[config.mk]
export PLATFORM = sky130hd
export DESIGN_NAME = nibble_serial_adder
export DESIGN_NICKNAME = d
export VERILOG_FILES = /design/src/rtl/nibble_serial_adder.sv
export SDC_FILE = /design/constraint.sdc
export NUM_CORES = 1
export LEC_CHECK = 0
export BUFFER_PORTS_ARGS = -buffer_cell sky130_fd_sc_hd__buf_2
export CORE_MARGIN = 2
export CORE_UTILIZATION = 43
export DETAILED_ROUTE_END_ITERATION = 10
export PLACE_DENSITY = 0.71
export SYNTH_ARGS = -nofsm -noshare
export SYNTH_HDL_FRONTEND = slang
export SYNTH_SLANG_ARGS = --single-unit
[constraint.sdc]
create_clock -name clk -period 4.05 [get_ports clk]
set_input_delay 0.6075 -clock clk [delete_from_list [all_inputs] [get_ports clk]]
set_output_delay 0.6075 -clock clk [all_outputs]
set_load 0.01 [all_outputs]
[src/rtl/nibble_serial_adder.sv]
// nibble_serial_adder: 16-bit add/sub, one 4-bit carry-lookahead group per clock.
// Define ADDER_OFL_EN to register signed overflow; otherwise Ofl is tied to 0.
module nibble_serial_adder #(
   parameter int N_NIBBLES = 4
) (
   input  logic                   clk,
   input  logic                   rst,
   input  logic                   start,
   input  logic [4*N_NIBBLES-1:0] A,
   input  logic [4*N_NIBBLES-1:0] B,
   input  logic                   Cin,
   input  logic                   Sub,
   output logic [4*N_NIBBLES-1:0] Sum,
   output logic                   Cout,
   output logic                   Ofl,
   output logic                   busy,
   output logic                   done
);
   localparam int W = 4 * N_NIBBLES;
   localparam int NW = (N_NIBBLES > 1) ? $clog2(N_NIBBLES) : 1;
   localparam logic [NW-1:0] LAST = NW'(N_NIBBLES - 1);

   typedef enum logic [1:0] {IDLE, RUN, DONE} state_t;

   state_t state_q, state_d;
   logic [W-1:0] a_q, a_d, b_q, b_d, sum_q, sum_d;
   logic [NW-1:0] n_q, n_d;
   logic c_q, c_d, cout_q, cout_d;
   logic [3:0] an, bn, g, p, cy;

   always_comb begin
      an = a_q[4*n_q +: 4];
      bn = b_q[4*n_q +: 4];
      g = an & bn;
      p = an ^ bn;
      cy[0] = g[0] | (p[0] & c_q);
      for (int k = 1; k < 4; k++) cy[k] = g[k] | (p[k] & cy[k-1]);
   end

   always_comb begin
      state_d = state_q;
      a_d = a_q;
      b_d = b_q;
      c_d = c_q;
      n_d = n_q;
      sum_d = sum_q;
      cout_d = cout_q;
      case (state_q)
         IDLE: if (start) begin
            a_d = A;
            b_d = Sub ? ~B : B;
            c_d = Sub | Cin;
            n_d = '0;
            sum_d = '0;
            state_d = RUN;
         end
         RUN: begin
            sum_d[4*n_q +: 4] = p ^ {cy[2:0], c_q};
            c_d = cy[3];
            n_d = n_q + 1'b1;
            if (n_q == LAST) begin
               cout_d = cy[3];
               n_d = n_q;
               state_d = DONE;
            end
         end
         default: state_d = IDLE;
      endcase
   end

   always_ff @(posedge clk) begin
      if (rst) begin
         state_q <= IDLE;
         a_q <= '0;
         b_q <= '0;
         c_q <= 1'b0;
         n_q <= '0;
         sum_q <= '0;
         cout_q <= 1'b0;
      end else begin
         state_q <= state_d;
         a_q <= a_d;
         b_q <= b_d;
         c_q <= c_d;
         n_q <= n_d;
         sum_q <= sum_d;
         cout_q <= cout_d;
      end
   end

`ifdef ADDER_OFL_EN
   logic ofl_q, ofl_d;

   always_comb begin
      ofl_d = ofl_q;
      if (state_q == RUN && n_q == LAST) ofl_d = cy[2] ^ cy[3];
   end

   always_ff @(posedge clk) begin
      if (rst) ofl_q <= 1'b0;
      else ofl_q <= ofl_d;
   end

   assign Ofl = ofl_q;
`else
   assign Ofl = 1'b0;
`endif

   assign Sum = sum_q;
   assign Cout = cout_q;
   assign busy = (state_q == RUN);
   assign done = (state_q == DONE);
endmodule

==> out/results.ini, run 1 <==
[cells_and_area]
utilization_pct=50.4
area_growth_pct=14.8
fillerInstances=578
multiInputGateArea_mm2=0.00134
regArea_mm2=0.00108
antenna_cells_inserted=0
drive_above_1_share_pct=31.0
fin_nets=348

[logic_synthesis]
synth_cell_types=35
synth_area_per_cell_um2=10.0
yosys-top-cells-count=54 x dfxtp_1, 36 x nand2_1, 25 x nor2_1
ys_seq_elements=54
ys_seq_area_share_pct=42.0
synthesis.nets=302
synth_edf_count=0
synth_area_leaders=dfxtp_1 42%, mux4_2 7.0%, xnor2_1 5.5%
synth.top_cell.area_share_pct=42.0
synth-main-ff-cell=dfxtp_1
syn_area_mm2=0.00257
synthCells=256
yosysMostFrequentCell=dfxtp_1
ys_async_sr_fraction_pct=0
yosys_warnings=0
yosys.area.top_type=dfxtp_1

[cts]
numCtsBuffers=5
clockBufferDepth=2
postCtsSetupRepairBufs=0
cts_resized=0
cts_hold_buf=0
cts-root-buf=clkbuf_8
htreeDepth=2
clock_sink_count=54
cts_tree=yes
clk_pin_slew_worst_paths_ns=0.09
clk-insertion-delay-late_ns=0.32

[setup_path]
cp.arrival_ns=3.16
r2r_start=n_q[0]$_SDFFE_PP0P_
crit_path_start_kind=flop
worstPathRequired_ns=4.26
end_kind=flop
critical_path_class=flop to flop
crit_start=n_q[0]$_SDFFE_PP0P_
cp_max_fo=6

[die]
rows=28
dieArea_mm2=0.00661
placeableCoreArea_mm2=0.00585
ios=57
die_y_um=81.3
start_util_pct=43.9
die_w_um=81.3

[sta]
grt_setup_unrepaired=no
setup_viol=0
finClkSkew_ns=0.0114
relSlewSlack_pct=34.7
finalCriticalPeriod_ns=2.95
fin_crit_sh_pct=72.8
tns_ns=0
hold_viol_final=0
worst_slew_pin_slew_ns=0.979
maxSlewViolCount=0
max_freq_mhz=339

[route]
routed_wl_um=5170
first_iter_violations=90
drtAntennaViolNets=0
vias_per_cell=5.12
vias=1937
wl_per_cell_um=13.7
first_pass_iters=4
remaining_drc_errors=0

[global_routing]
grt_max_degree=51
grt_pass1_vias=1764
antenna_found_initial=0
gr-total-overflow=0
grt_pass1_wl_um=8480
track_usage_pct=16.8

[hold_path]
min_from=Cout$_SDFFE_PP0P_
hp-class=flop to flop

[placed_design]
numPortBuffers=55
gp_congestion=0.848
hpwlAfterDp_um=3790

[power]
p_leak_nw=1.19
power.total_w=0.00111
power_density_mw_per_mm2=376
ir_worst_vdd_mv=0.199

[job]
max-cap-violations=0

[run_status]
status=complete, no violations

## per-stage QoR
step	area [um2]	std cells	hold WS (ns)	worst slack, ns
after floorplan	2570	256	0.433	1.11
after global placement	2850	370	0.445	1.17
after detailed placement	2850	370	0.447	1.11
after CTS	2950	378	0.460	1.07
after global routing	2950	378	0.482	0.909
final	2950	378	0.455	1.10
## per-layer routing
layer / GRT usage (%) / part of all wire [%]
met2: 25.4 / 44
met3: 3.56 / 5.7
met1: 23.0 / 48
met5: 0 / 0
met4: 7.63 / 2.2
## cell usage in the layout, fill, tap and decap left out, types with 5 or more instances in the layout
| cell | Yosys | final |
|---|---|---|
| buf_2 | 8 | 55 |
| dfxtp_1 | 54 | 54 |
| nand2_1 | 36 | 36 |
| nor2_1 | 25 | 25 |
| a21oi_1 | 19 | 19 |
| xnor2_1 | 16 | 16 |
| a22o_1 | 15 | 15 |
| inv_1 | 11 | 11 |
| a211oi_2 | 10 | 10 |
| mux4_2 | 8 | 8 |
| clkbuf_8 | 0 | 7 |
| a211oi_1 | 6 | 6 |
| ha_1 | 5 | 5 |
## cell type report
| cell class | count | share of cell area, % |
|---|---|---|
| tap | 75 | 3.18 |
| sequential | 54 | 36.6 |
| multi-input combinational | 173 | 45.4 |
| inverter | 11 | 1.40 |
| clock buffer | 7 | 3.26 |
| timing repair buffer | 57 | 9.83 |
| clock inverter | 1 | 0.297 |
## power by group
part           total (W)  switching (W)  internal [W]
sequential      0.000584      0.0000231      0.000561
clock           0.000336       0.000179      0.000157
combinational   0.000190       0.000102     0.0000882
## sequential cells by signal (all words and copies together) (netlist names)
name	cells
Sum	16
a_q	16
b_q	16
n_q	2
state_q	2
Cout	1
c_q	1
## worst max-delay path, stage by stage, from the launching register on
cell     delay, ns
dfxtp_1       0.52
mux4_2        0.57
fa_1          0.39
inv_1         0.07
fa_1          0.18
fa_1          0.18
inv_1         0.05
fa_1          0.45
nor2b_1       0.17
a22o_1        0.25
## logic make-up after synthesis
| kind of cell | Yosys count | share of synthesized area, % |
|---|---|---|
| AO/OA/AOI/OAI | 59 | 18.3 |
| XOR/XNOR | 16 | 5.45 |
| AND/OR/NAND/NOR | 76 | 13.9 |
| adder cells (fa/ha/maj) | 9 | 5.55 |
| buffers and inverters | 29 | 5.84 |
| flip-flops | 54 | 42.0 |
| multiplexers | 12 | 8.76 |
| other | 1 | 0.146 |
## final timing paths
kind                           to  slack [ns]  cells after the start
max          Sum[11]$_SDFFE_PP0P_        1.10                      9
min             Cout$_SDFFE_PP0P_        0.45                      2
max reg2reg  Sum[11]$_SDFFE_PP0P_        1.10                      9
min reg2reg     Cout$_SDFFE_PP0P_        0.45                      2
No activity file was read; power rests on OpenSTA's default activity.
==> run 2: changes to the inputs <==
- ABC_AREA: unset -> 1
- PLACE_DENSITY: 0.71 -> 0.73
- clock period: 4.05 -> 2.5 ns (I/O delays scaled with it)
==> run 2 against run 1 <==
Effect of this change:
- the flow now finishes with violations (negative setup slack)
- final cell count grew 36%
- worst setup slack lost 1.2 ns
- register-to-register slack worse by 1.2 ns
- routed wire length grew 17%
- combinational power rose by 130%
- area after synthesis increased by 7.6%
- die area is 7.3% higher
- synthesized cell count is 52% higher
- largest power group unchanged
==> out/results.ini, run 2 <==
[die]
placeableCoreArea_mm2=0.00628  ; +7.3%
dieArea_mm2=0.00709  ; +7.3%
start_util_pct=44.1  ; +0.14 points
rows=29  ; +3.6%
die_y_um=84.2  ; +3.6%
die_w_um=84.2  ; +3.6%
ios=57  ; unchanged

[sta]
worst_slew_pin_slew_ns=0.500  ; -0.480 ns
setup_ws_ns=-0.109  ; -1.21 ns
maxSlewViolCount=0  ; unchanged
setup_viol=4  ; +4
grt_setup_unrepaired=yes
tns_ns=-0.374  ; -0.374 ns
finClkSkew_ns=0.00767  ; -0.00372 ns
max_freq_mhz=383  ; +13%
finalCriticalPeriod_ns=2.61  ; -0.340 ns
relSlewSlack_pct=66.6  ; +32 points
fin_crit_sh_pct=104  ; +32 points
hold_viol_final=0  ; unchanged

[cells_and_area]
fillerInstances=646  ; +12%
area_growth_pct=16.4
final_cell_mix=98 x nor2_1, 75 x nand2_1, 55 x buf_2
regArea_mm2=0.00109  ; +0.46%
antenna_cells_inserted=0  ; unchanged
multiInputGateArea_mm2=0.00151  ; +13%
fin_nets=482  ; +39%
drive_above_1_share_pct=22.4  ; -8.6 points
layout_commonest_cell=nor2_1
final_area_mm2=0.00322  ; +9.1%

[logic_synthesis]
yosys.area.top_type=dfxtp_1
synthesis.nets=435  ; +44%
ys_seq_elements=54  ; unchanged
yosys-top-cells-count=101 x nor2_1, 76 x nand2_1, 54 x dfxtp_1
synth_area_per_cell_um2=7.11  ; -29%
ys_async_sr_fraction_pct=0  ; unchanged
synth_area_leaders=dfxtp_1 39%, nor2_1 14%, nand2_1 10%
yosys_warnings=0  ; unchanged
synth_cell_types=28  ; -20%
ys_seq_area_share_pct=39.1  ; -3.0 points
syn_area_mm2=0.00277  ; +7.6%
synth.top_cell.area_share_pct=39.1  ; -3.0 points
synthCells=389  ; +52%
synth-main-ff-cell=dfxtp_1
synth_edf_count=0  ; unchanged
yosysMostFrequentCell=nor2_1

[global_routing]
use_met1_pct=21.5  ; -1.5 points
grt_pass1_vias=2392  ; +36%
grt_pass1_wl_um=10300  ; +22%
track_usage_pct=17.7  ; +0.89 points
use_met3_pct=3.44  ; -0.11 points
gr-total-overflow=0  ; unchanged
grt_util_met2_pct=31.7  ; +6.3 points
grt-busiest-layer=met2
grt_max_degree=47  ; -7.8%
antenna_found_initial=0  ; unchanged

[route]
first_pass_iters=4  ; unchanged
wl_per_cell_um=11.8  ; -14%
drtAntennaViolNets=0  ; unchanged
vias_per_cell=4.84  ; -5.5%
remaining_drc_errors=0  ; unchanged
first_iter_violations=78  ; -13%
vias=2489  ; +28%
routed_wl_um=6080  ; +17%

[placed_design]
numPortBuffers=55  ; unchanged
dpl-instance-area_mm2=0.00306  ; +7.6%
gp_congestion=0.838  ; -1.2%
hpwlAfterDp_um=4470  ; +18%

[power]
p_int_w=0.00132  ; +64%
clkPwrFrac_pct=27.3  ; -3.0 points
ir_worst_vdd_mv=0.263  ; +32%
power.share.combinational_pct=23.1  ; +6.0 points
p_sw_share_pct=31.1  ; +3.8 points
power_density_mw_per_mm2=597  ; +59%
p_leak_nw=1.46  ; +23%
p_sw_w=0.000598  ; +97%
seq_power_share_pct=49.6  ; -3.0 points

[cts]
numCtsBuffers=5  ; unchanged
cts_tree=yes
postCtsSetupRepairBufs=0  ; unchanged
clk_pin_slew_worst_paths_ns=0.10  ; about the same
htreeDepth=2  ; unchanged
cts-root-buf=clkbuf_8
clock_sink_count=54  ; unchanged
clk-insertion-delay-late_ns=0.31  ; about the same
clockBufferDepth=2  ; unchanged
cts_hold_buf=0  ; unchanged

[setup_path]
critical_path_class=flop to flop
worstPathRequired_ns=2.70  ; -1.56 ns
cp.arrival_ns=2.81  ; -0.35 ns
cp_max_fo=7  ; +1
crit_path_start_kind=flop
end_kind=flop

[run_status]
violations=negative setup slack
status=finished, violations left

[job]
max-cap-violations=0  ; unchanged

[hold_path]
hp-class=primary input to flop

==> run 2: cell count changes after synthesis, sizes merged, moves of 4 or more <==
cell | before | now
o21ai | 2 | 32
a22o | 15 | 0
clkbuf | 3 | 8
mux2 | 4 | 0
nand3 | 1 | 22
inv | 11 | 22
a211oi | 16 | 0
mux4 | 8 | 0
nand2 | 36 | 77
nor2 | 25 | 104
o22ai | 0 | 4
==> run 2: logic make-up after synthesis <==
family                   Yosys count  share of synthesized area, %
XOR/XNOR                          16                          5.06
adder cells (fa/ha/maj)            9                          5.15
flip-flops                        54                          39.1
buffers and inverters             44                          8.32
other                              1                         0.135
AND/OR/NAND/NOR                  209                          32.0
AO/OA/AOI/OAI                     56                          10.3
==> run 2: cell type report <==
cell class	instances	share of cell area [%]
Clock inverter	2	0.505
Clock buffer	6	2.56
Multi-Input combinational cell	291	47.0
Timing Repair Buffer	61	10.1
Inverter	23	3.15
Sequential cell	54	33.7
Tap cell	77	2.99
==> run 2: through the flow <==
step | setup WS (ns) | hold WS [ns] | utilization [%] | power [W] | std cells
2_1_floorplan | -0.0644 | 0.424 | - | 0.00129 | 389
3_3_place_gp | -0.0601 | 0.445 | 48.8 | 0.00138 | 506
3_5_place_dp | -0.160 | 0.451 | 48.8 | 0.00139 | 506
4_1_cts | -0.0789 | 0.305 | 50.7 | 0.00192 | 514
5_1_grt | -0.264 | 0.325 | 51.3 | 0.00204 | 514
6_report | -0.109 | 0.306 | 51.3 | 0.00192 | 514
==> run 2: power by group through the flow <==
stage          Sequential [W]  Combinational (W)  Clock (W)
5_1_grt              0.000962           0.000508   0.000572
4_1_cts              0.000953           0.000430   0.000542
6_report             0.000954           0.000444   0.000524
3_5_place_dp         0.000971           0.000423          0
2_1_floorplan        0.000960           0.000334          0
3_3_place_gp         0.000970           0.000412          0
==> run 2: worst paths after layout <==
path	start	slack, ns	cells past startpoint	endpoint
min	A[13]	0.31	3	a_q[13]$_SDFFE_PP0P_
max reg2reg	n_q[0]$_SDFFE_PP0P_	-0.11	12	Sum[15]$_SDFFE_PP0P_
max	n_q[0]$_SDFFE_PP0P_	-0.11	12	Sum[15]$_SDFFE_PP0P_
min reg2reg	a_q[1]$_SDFFE_PP0P_	0.46	2	a_q[1]$_SDFFE_PP0P_
==> run 2: timing repair <==
| action | in CTS | in global routing |
|---|---|---|
| pin swaps | 2 | 2 |
| endpoints found under the setup margin | 5 | 7 |
| gates resized for setup | 9 | 11 |
| endpoints found under the hold margin | 0 | 0 |
==> run 2: critical path, stage by stage (launching register included) <==
cell and delay (ns):
dfxtp_4 0.41, o21ai_0 0.13, o22ai_2 0.21, fa_2 0.25
inv_2 0.04, fa_2 0.34, fa_2 0.35, inv_2 0.06
fa_1 0.45, nand2_2 0.09, nor2_2 0.04, nand2_1 0.08
a21oi_2 0.05
==> run 2: layer usage <==
metal | vias up | part of all wire [%]
met4 | 0 | 1.2
met3 | 10 | 5.4
met5 | - | 0
li1 | 1315 | -
met1 | 1108 | 44
met2 | 56 | 49
==> run 3: changes to the inputs <==
==> constraint.sdc (replaced) <==
create_clock -name clk -period 2.5 [get_ports clk]
set_input_delay 0.5 -clock clk [delete_from_list [all_inputs] [get_ports clk]]
set_output_delay 0.5 -clock clk [all_outputs]
set_load 0.01 [all_outputs]
==> run 3 against run 2 <==
Effect of this change:
- the flow still finishes with violations (negative setup slack)
- die area unchanged
- sequential share of layout area down 0.18 points
- combinational power is essentially flat
- worst hold slack improved by 0.13 ns
- via count is 0.28% lower
- core utilization rose by 0.28 points
- fmax is 4.0% higher
- highest routed layer unchanged
==> out/results.ini, run 3 (synthesis results as in run 2) <==
[cells_and_area]
utilization_pct=51.6  ; +0.28 points
fin_nets=483  ; +0.21%
final_cells=515  ; +0.19%
layout_commonest_cell=nor2_1
drive_above_1_share_pct=22.6  ; +0.18 points
final_area_mm2=0.00324  ; +0.54%
antenna_cells_inserted=0  ; unchanged
final_cell_mix=98 x nor2_1, 75 x nand2_1, 55 x buf_2
area_growth_pct=17.0

[placed_design]
hpwlAfterDp_um=4450  ; -0.47%
gp_congestion=0.847  ; +1.0%
numPortBuffers=55  ; unchanged
dpl-instance-area_mm2=0.00307  ; +0.24%
dp.cells=507  ; +0.20%

[sta]
worst_slew_pin_slew_ns=0.538  ; +0.0377 ns
grt_setup_unrepaired=yes
setup_ws_ns=-0.00847  ; +0.100 ns
max_freq_mhz=399  ; +4.0%
fin_crit_sh_pct=100  ; -4.0 points
hold_viol_final=0  ; unchanged
finClkSkew_ns=0.00682  ; -0.000850 ns
relSlewSlack_pct=64.1  ; -2.5 points
setup_viol=3  ; -1
finalCriticalPeriod_ns=2.51  ; -0.100 ns
maxSlewViolCount=0  ; unchanged
tns_ns=-0.0133  ; +0.360 ns

[cts]
clockBufferDepth=2  ; unchanged
htreeDepth=2  ; unchanged
clock_sink_count=54  ; unchanged
clk_pin_slew_worst_paths_ns=0.10  ; about the same
postCtsSetupRepairBufs=0  ; unchanged
cts-root-buf=clkbuf_8
clk-insertion-delay-late_ns=0.31  ; about the same
numCtsBuffers=5  ; unchanged
cts_tree=yes

[job]
max-cap-violations=0  ; unchanged

[setup_path]
cp.arrival_ns=2.71  ; -0.10 ns
cp_cell_sequence=buf_6 > nand2_1 > o21ai_1 > a21oi_1 > fa_2 > fa_2 > inv_2 > fa_1 > nand2_2 > inv_1 > nand2_1 > a21oi_1
crit_path_top_delay_cell=dfxtp_4
cp_max_fo=18  ; +11
end_kind=flop
critical_path_class=flop to flop
worstPathRequired_ns=2.70  ; about the same
crit_path_start_kind=flop
max_stage_delay_ns=0.43  ; -0.02 ns

[die]
dieArea_mm2=0.00709  ; unchanged
die_y_um=84.2  ; unchanged
ios=57  ; unchanged
rows=29  ; unchanged
start_util_pct=44.1  ; unchanged
die_w_um=84.2  ; unchanged
placeableCoreArea_mm2=0.00628  ; unchanged

[power]
p_leak_nw=1.47  ; +1.1%
p_sw_share_pct=29.9  ; -1.3 points
p_sw_w=0.000592  ; -0.99%
p_int_w=0.00139  ; +5.1%
seq_power_share_pct=48.2  ; -1.4 points
clkPwrFrac_pct=29.5  ; +2.2 points
power.total_w=0.00198  ; +3.2%
ir_worst_vdd_mv=0.293  ; +11%
power_density_mw_per_mm2=612  ; +2.7%
power.share.combinational_pct=22.2  ; -0.9 points

[route]
first_iter_violations=88  ; +13%
routed_wl_um=6050  ; -0.43%
drtAntennaViolNets=0  ; unchanged
vias_per_cell=4.82  ; -0.47%
wl_per_cell_um=11.7  ; -0.62%
remaining_drc_errors=0  ; unchanged
first_pass_iters=4  ; unchanged
vias=2482  ; -0.28%

[global_routing]
track_usage_pct=18.2  ; +0.48 points
grt_max_degree=47  ; unchanged
grt_pass1_wl_um=10500  ; +1.3%
antenna_found_initial=0  ; unchanged
gr-total-overflow=0  ; unchanged
grt_pass1_vias=2388  ; -0.17%

[run_status]
status=finished, violations left
violations=negative setup slack

[hold_path]
hp-class=primary input to flop

==> run 3: cell count changes in the layout (fill, tap and decap cells not counted) <==
cell and change:
clkinv_2 +2, o21ai_2 +2, buf_6 +1, bufinv_16 +1, clkbuf_8 -1, clkinvlp_4 -1, inv_6 -1, nor2_2 -1
nor2_4 +1, nor3_1 +1, nor3_2 -1, o21ai_0 -1, o21ai_4 -1
==> run 3: layer usage <==
layer	vias to the layer above	routed length (um)	GRT usage, %	part of all wire [%]
li1	1319	-	-	-
met4	0	85	5.72	1.4
met1	1097	2740	22.0	45
met5	-	0	0	0
met2	56	2960	31.9	49
met3	10	264	4.33	4.4
==> run 3: repair_timing <==
item | in CTS | in global routing
pin swaps | 5 | 1
resized for setup | 14 | 8
hold buffers | 0 | 0
endpoints found under the hold margin | 0 | 0
endpoints found under the setup margin | 4 | 4
==> run 3: power groups by stage <==
stage	sequential (W)	clock (W)	combinational, W
2_1_floorplan	0.000960	0	0.000334
4_1_cts	0.000956	0.000601	0.000435
3_3_place_gp	0.000970	0	0.000414
6_report	0.000957	0.000586	0.000441
3_5_place_dp	0.000973	0	0.000423
5_1_grt	0.000965	0.000642	0.000504
==> run 3: path summary, 6_finish.rpt <==
| check | startpoint | to | slack [ns] | cells after the start |
|---|---|---|---|---|
| worst max-delay path | n_q[0]$_SDFFE_PP0P_ | Sum[11]$_SDFFE_PP0P_ | -0.008 | 12 |
| worst min-delay path | A[11] | a_q[11]$_SDFFE_PP0P_ | 0.44 | 3 |
| worst max register to register | n_q[0]$_SDFFE_PP0P_ | Sum[11]$_SDFFE_PP0P_ | -0.008 | 12 |
| worst min register to register | a_q[1]$_SDFFE_PP0P_ | a_q[1]$_SDFFE_PP0P_ | 0.46 | 2 |
==> run 3: final cells by class <==
type / instances / area [um2]
fill: 654 / 3040
multi-input combinational: 291 / 1510
sequential: 54 / 1090
inverter: 23 / 101
clock buffer: 5 / 68.8
clock inverter: 3 / 40.0
tap: 77 / 96.3
timing repair buffer: 62 / 335
==> run 3: critical path, delay by kind of cell, from the launching register on <==
kind	cells	cell delay (ns)
flip-flops	1	0.43
adder cells (fa/ha/maj)	3	1.13
buffers and inverters	3	0.30
AO/OA/AOI/OAI	3	0.30
AND/OR/NAND/NOR	3	0.24
==> run 3: through the flow <==
step	hold WS, ns	setup slack, ns
5_1_grt	0.442	-0.123
4_1_cts	0.436	-0.0213
3_3_place_gp	0.446	-0.0998
6_report	0.439	-0.00847
3_5_place_dp	0.452	-0.180
2_1_floorplan	0.424	-0.0644
